## config.mk

```make
export PLATFORM = sky130hd
export DESIGN_NAME = approximate_multiplier
export DESIGN_NICKNAME = d
export VERILOG_FILES = /design/src/rtl/approximate_multiplier_pkg.sv /design/src/rtl/approximate_multiplier_approx_mul_2x2.sv /design/src/rtl/approximate_multiplier.sv
export SDC_FILE = /design/constraint.sdc
export NUM_CORES = 1
export LEC_CHECK = 0
export ABC_AREA = 1
export BUFFER_PORTS_ARGS = -buffer_cell sky130_fd_sc_hd__buf_2
export CAP_MARGIN = 20
export CORE_MARGIN = 4
export CORE_UTILIZATION = 55
export DETAILED_ROUTE_END_ITERATION = 7
export GPL_ROUTABILITY_DRIVEN = 1
export PLACE_DENSITY = 0.75
export SYNTH_ARGS = -nofsm -noshare
export SYNTH_HDL_FRONTEND = slang
export SYNTH_SLANG_ARGS = --single-unit
```

## constraint.sdc

```tcl
create_clock -name clk -period 1.3 [get_ports clk]
set_input_delay 0.26 -clock clk [delete_from_list [all_inputs] [get_ports clk]]
set_output_delay 0.26 -clock clk [all_outputs]
set_load 0.05 [all_outputs]
```

## src/rtl/approximate_multiplier_pkg.sv

```systemverilog
// Shared constants and the 2-bit digit product definition for the approximate multiplier.
package approximate_multiplier_pkg;

  localparam int unsigned DEFAULT_WIDTH = 16;

  // Exact 2x2 product except 3*3, which saturates to the 3-bit value 7.
  function automatic logic [2:0] approx_k(input logic [1:0] x, input logic [1:0] y);
    logic [3:0] prod;
    prod = 4'(x) * 4'(y);
    if (x == 2'd3 && y == 2'd3) begin
      return 3'd7;
    end
    return prod[2:0];
  endfunction

endpackage

```

## src/rtl/approximate_multiplier_approx_mul_2x2.sv

```systemverilog
// Approximate 2-bit by 2-bit multiplier cell with a 3-bit product.
module approx_mul_2x2
  import approximate_multiplier_pkg::*;
(
  input  logic [1:0] x,
  input  logic [1:0] y,
  output logic [2:0] p
);

  assign p = approx_k(x, y);

endmodule

```

## src/rtl/approximate_multiplier.sv

```systemverilog
// Unsigned approximate multiplier: base-4 digit products summed exactly, one registered stage.
module approximate_multiplier
  import approximate_multiplier_pkg::*;
#(
  parameter int unsigned WIDTH = DEFAULT_WIDTH
) (
  input  logic               clk,
  input  logic               rst,
  input  logic               in_valid,
  input  logic [WIDTH-1:0]   a,
  input  logic [WIDTH-1:0]   b,
  output logic               out_valid,
  output logic [2*WIDTH-1:0] res
);

  localparam int unsigned DIGITS = WIDTH / 2;
  localparam int unsigned PW     = 2 * WIDTH;

  logic [2:0]    pp [DIGITS*DIGITS];
  logic [PW-1:0] row_sum [DIGITS];
  logic [PW-1:0] sum;

  for (genvar i = 0; i < DIGITS; i++) begin : g_row
    for (genvar j = 0; j < DIGITS; j++) begin : g_col
      approx_mul_2x2 u_cell (
        .x (a[2*i+1:2*i]),
        .y (b[2*j+1:2*j]),
        .p (pp[i*DIGITS+j])
      );
    end
  end

  // Each row sums the partial products of one a-digit, then rows are weighted by that digit's position.
  always_comb begin
    for (int unsigned i = 0; i < DIGITS; i++) begin
      row_sum[i] = '0;
      for (int unsigned j = 0; j < DIGITS; j++) begin
        row_sum[i] = row_sum[i] + (PW'(pp[i*DIGITS+j]) << (2*j));
      end
    end
  end

  always_comb begin
    sum = '0;
    for (int unsigned i = 0; i < DIGITS; i++) begin
      sum = sum + (row_sum[i] << (2*i));
    end
  end

  always_ff @(posedge clk or posedge rst) begin
    if (rst) begin
      res       <= '0;
      out_valid <= 1'b0;
    end else begin
      out_valid <= in_valid;
      if (in_valid) begin
        res <= sum;
      end
    end
  end

endmodule

```

# After elaboration in Yosys (flattened, before gate mapping)
# Cells that the tools add are included.
[word_totals] reg_bits=33 latch_bits=0 ram_bits=0 rom_bits=0 word_cells=401 mem_count=0 out_inout_bits=33 input_bits=35
[op_classes] mul=64 n_reduce_logical=64 add_sub_neg=63 bitwise=0 n_mux=192 div=0 shift=0 n_lt_le_gt_ge=0 n_eq_ne=16
[ops] cell="2-to-1 mux 3 bit" count=128
[ops] cell="adder 32 bit" count=6
[ops] cell="multiplier 2 x 2 -> 3 bit" count=64
[ops] cell="adder 14 x 15 -> 16 bit" count=6
[ops] cell="adder 12 x 13 -> 14 bit" count=6
[ops] cell="adder 10 x 11 -> 12 bit" count=6
[ops] cell="adder 16 x 17 -> 18 bit" count=4
[ops] cell="adder 8 x 9 -> 10 bit" count=7
[ops] cell="logical AND 1 bit" count=64
[ops] cell="2-to-1 mux 1 bit" count=64
[ops] cell="adder 6 x 7 -> 8 bit" count=7
[ops] cell="adder 3 x 5 -> 6 bit" count=8
[ops] cell="== test 2 bit (second input constant)" count=16
[ops] cell="adder 24 x 17 -> 24 bit" count=1
[ops] cell="adder 22 x 17 -> 22 bit" count=1
[ops] cell="adder 18 x 20 -> 21 bit" count=1
[ops] cell="adder 20 x 11 -> 20 bit" count=1
[ops] cell="adder 20 x 13 -> 20 bit" count=1
[ops] cell="adder 20 x 15 -> 20 bit" count=1
[ops] cell="adder 20 x 17 -> 20 bit" count=1
[ops] cell="adder 18 x 11 -> 18 bit" count=1
[ops] cell="adder 18 x 13 -> 18 bit" count=1
[ops] cell="adder 18 x 15 -> 18 bit" count=1
[ops] cell="adder 18 x 17 -> 18 bit" count=1
[ops] cell="2 further kinds" count=2

# Depth between registers and ports, before layout
[depth] ltp_word=18 ltp_mapped=44 mapped_depth_nobuf=42

# Modules after synthesis
# From an unflattened synthesis, not the netlist that was laid out.
[hier_totals] cells_unflattened=2416 hier_area_um2=14914.3
[by_module_without_submodules] mod="approximate_multiplier" cells_per_inst=1392 instances=1 seq_area_each_um2=825.8 area_each_um2=9709.3
[by_module_without_submodules] mod="approx_mul_2x2" cells_per_inst=16 instances=64 seq_area_each_um2=0.0 area_each_um2=81.3

# Least setup slack after synthesis
# OpenSTA, ideal clock, no wires.
[synth_timing] path_type="input port to flip-flop" start="input b[1]" end="register res[27]" n_path_buf=2 setup_time_ns=0.118 path_stages=40 arrival_time_ns=6.894 t_required_ns=1.182 path_slack_ns=-5.712 cell_sequence="clkbuf_1 clkbuf_1 nand2_1 inv_1 ha_1 inv_1 nor3_1 a21oi_1 ha_1 ha_1 nand2_1 nand2_1 nand3_2 a21boi_2 xor2_1 fa_1 inv_1 ha_1 [4 not listed] xnor2_1 fa_1 fa_1 fa_1 fa_1 inv_1 ha_1 nand2_1 inv_1 nand3_1 o21ai_0 nand3_1 nand2_1 nand2_1 nand2_1 nand2_1 nand3_1 nand2_1"
[synth_via] elab_chain_cells=18 word_cells_on_any_way=96 cone_classes="add/sub: 63; mul: 8; eq/ne: 1; mux: 16; reduce/logical: 8"
[synth_rtl] element="from (decl)" line_no="approximate_multiplier.sv:11" source="input logic [WIDTH-1:0] b,"
[synth_rtl] element="branches (longest 17 deep; another with adder 32 bit)"
[synth_rtl] element="adder 32 bit (*)" line_no="approximate_multiplier.sv:46" source="sum = sum + (row_sum[i] << (2*i));"
[synth_rtl] element="to (signal assigned)" line_no="approximate_multiplier.sv:57" source="res <= sum;"
[synth_rtl] element="to (decl)" line_no="approximate_multiplier.sv:13" source="output logic [2*WIDTH-1:0] res"
# Mark *: on every way between the ends.
# A chain may end at the register's enable or synchronous reset.

# Worst setup path in the final report
[layout_timing] start="input a[3]" end="register res[19]"
[layout_via] elab_chain_cells=18 word_cells_on_any_way=47 cone_classes="add/sub: 14; mul: 8; eq/ne: 1; mux: 16; reduce/logical: 8"
[layout_rtl] element="from (decl)" line_no="approximate_multiplier.sv:10" source="input logic [WIDTH-1:0] a,"
[layout_rtl] element="branches (longest 10 deep; another with adder 14 x 15 -> 16 bit)"
[layout_rtl] element="adder 16 x 17 -> 18 bit (*)" line_no="approximate_multiplier.sv:38" source="row_sum[i] = row_sum[i] + (PW'(pp[i*DIGITS+j]) << (2*j));"
[layout_rtl] element="adder 18 x 20 -> 21 bit (*)" line_no="approximate_multiplier.sv:46"
[layout_rtl] element="adder 32 bit (*) (6 in a row)" line_no="approximate_multiplier.sv:46"
# Marked as above.

==> metrics.cfg <==
[yosys]
synthCells=2146
synth_area_leaders=ha_1, nand2_1, inv_1
netlist.area_leader.share_pct=19.2
synth_nets=2479
syn_avg_cell_area_sq_um=6.49
async_flop_share_pct=100
synth_seq_cells=33
yosys_warnings=0
yosysSeqAreaShare_pct=5.93
yosysUniqueCellTypes=54
synthFlopType=dfrtp_1
netlist_area_sq_um=13900
synth.largest_area_cell=ha_1
synth_edf_count=0

[setup_path]
endpoint_kind=flop
required_ns=1.47
path_common_cell=inv_2
crit_path_max_fanout=5
slowest_stage=fa_2
arrival_ns=7.02
crit_path_start_kind=input pin
reg2reg_depth=2
crit_type=input pin to flop
critical_path.max_stage_delay_ns=0.55

[status]
violations=setup timing
outcome=finished, violations left

[timing]
max_slew_margin_pct=63.2
period_needed_ns=6.84
setup_viol=32
setup_ws_ns=-5.54
max_freq_mhz=146
skew_ns=0
rsz0062_at_grt=true
final_max_slew_viol_count=0
tns_ns=-132.53
worst_pin_slew_ns=0.547
fin_crit_sh_pct=526
finalHoldViolations=0

[global_routing]
gr-total-overflow=0
grt_pass1_wl_um=80200
track_usage_pct=35.3
grt_pass1_vias=15926
grt_max_degree=35
antenna_found_initial=0

[floorplanning]
ios=68
core_sq_um=24600
dieArea_sq_um=27900
die_y_um=167
rows=57
start_util_pct=56.6
dieWidth_um=167

[finish]
num_antenna_cells=0
seq_area_sq_um=826
final_core_util_pct=81.5
nets=2974
drive_gt1_share_pct=33.6
multi_input_area_sq_um=12500
design_area_sq_um=20100
syn_to_final_growth_pct=44.0
fill_cells=1645

[drt]
drtIter0Drc=1633
viasPerCell=5.62
route.vias.total=16664
drc=0
drtPass1Iterations=6
ant_nets=0
drt-total-wl_um=56400
routedWlPerCell_um=19.0

[cts]
cts_made_buffers=5
numClockSinks=33
cts_tree=built
htreeDepth=2
clk_latency_ns=0.29
clockBufferDepth=2
root_buffer=clkbuf_16
cts.clk_slew.worst_paths_ns=0.06

[place]
hpwlAfterDp_um=40400
dpl_cell_area_sq_um=18000
dp_slack_ns=-5.57
io_buffers=67
gp_congestion=1.00

[hold_path]
hold_path_class=input pin to asynchronous set/reset pin

[flow_run]
cap_violations=0

-- worst paths after layout --
path,startpoint,endpoint,slack [ns]
max,a[3],res[19],-5.54
min,rst,res[30],0.07
max reg2reg,res[1],res[1],0.43
min reg2reg,res[31],res[31],0.48
max in group asynchronous,rst,res[10],0.90
min in group clk,in_valid,res[11],0.37
-- Yosys cell counts, drive strengths merged, types with 2 or more instances --
master   number
nand2       593
inv         482
ha          214
a21oi       140
nor2        103
nand3        87
fa           84
o21ai        70
xor2         62
nor3         48
o21bai       44
clkbuf       41
xnor2        39
dfrtp        33
buf          29
nand4        19
a21o          9
a31oi         8
nand3b        7
a21boi        5
or2           5
o21a          4
o22ai         4
and3          3
nor3b         3
and2          2
o2111ai       2
o31ai         2
-- layout make-up --
| class | instances | area share [%] |
|---|---|---|
| Clock buffer | 7 | 0.711 |
| Clock inverter | 1 | 0.150 |
| Inverter | 482 | 9.06 |
| Multi-Input combinational cell | 1561 | 62.4 |
| Sequential cell | 33 | 4.12 |
| Tap cell | 324 | 2.02 |
| Timing Repair Buffer | 558 | 21.6 |
-- cells by family after synthesis --
logic type / count (synthesis) / synth area share [%]
adders and majority gates: 298 / 31.3
muxes: 1 / 0.0719
AOI/OAI and AO/OA: 290 / 13.5
and+or+nand+nor: 871 / 27.1
DFF: 33 / 5.93
buffers and inverters: 552 / 15.7
xor gates and xnor gates: 101 / 6.35
-- metrics by stage --
step,std cells,hold WS (ns)
2_1_floorplan,2146,0.291
3_3_place_gp,2921,0.373
3_5_place_dp,2921,0.373
4_1_cts,2950,0.0715
5_1_grt,2966,0.122
6_report,2966,0.0722
-- sequential cells by signal, summed over array words and instances, names as in the netlist --
| name | cells |
|---|---|
| out_valid | 1 |
| res | 32 |
-- critical path, delay by kind of cell --
family	cells	cell delay (ns)
AOI/OAI and AO/OA	8	1.33
adders and majority gates	9	3.28
buffers and inverters	7	0.54
and+or+nand+nor	10	1.08
xor gates and xnor gates	2	0.50
-- metal layers --
layer | part of all wire, % | track usage [%] | routed length [um]
met5 | 0 | 0 | 0
met4 | 6.5 | 13.1 | 3650
met3 | 9.2 | 4.79 | 5200
met2 | 45 | 59.0 | 25600
met1 | 39 | 46.8 | 21900
-- repair_timing --
action                                  4_1_cts  5_1_grt
buffers inserted                             25       24
resized for setup                           139      195
endpoints found under the setup margin       31       31
pin swaps                                    87      111
hold buffers                                  0        0
-- cells in the final DEF (no fill, tap or decap), types with 15 or more instances in the layout --
| cell type | count |
|---|---|
| a21oi_2 | 21 |
| o21ai_0 | 32 |
| inv_2 | 35 |
| ha_4 | 44 |
| o21bai_1 | 17 |
| buf_6 | 31 |
| buf_4 | 450 |
| nand2_1 | 518 |
| xor2_1 | 52 |
| ha_1 | 168 |
| a21oi_1 | 110 |
| dfrtp_1 | 33 |
| nand3_1 | 78 |
| buf_2 | 61 |
| nand4_1 | 19 |
| nor2_1 | 76 |
| nor3_1 | 40 |
| o21bai_2 | 15 |
| fa_1 | 71 |
| nand2_2 | 44 |
| nand2_4 | 25 |
| o21ai_1 | 18 |
| xnor2_1 | 31 |
| inv_1 | 444 |
Power is not shown: default switching activity piles up to over one toggle a cycle in this logic, so the estimate is an artifact.
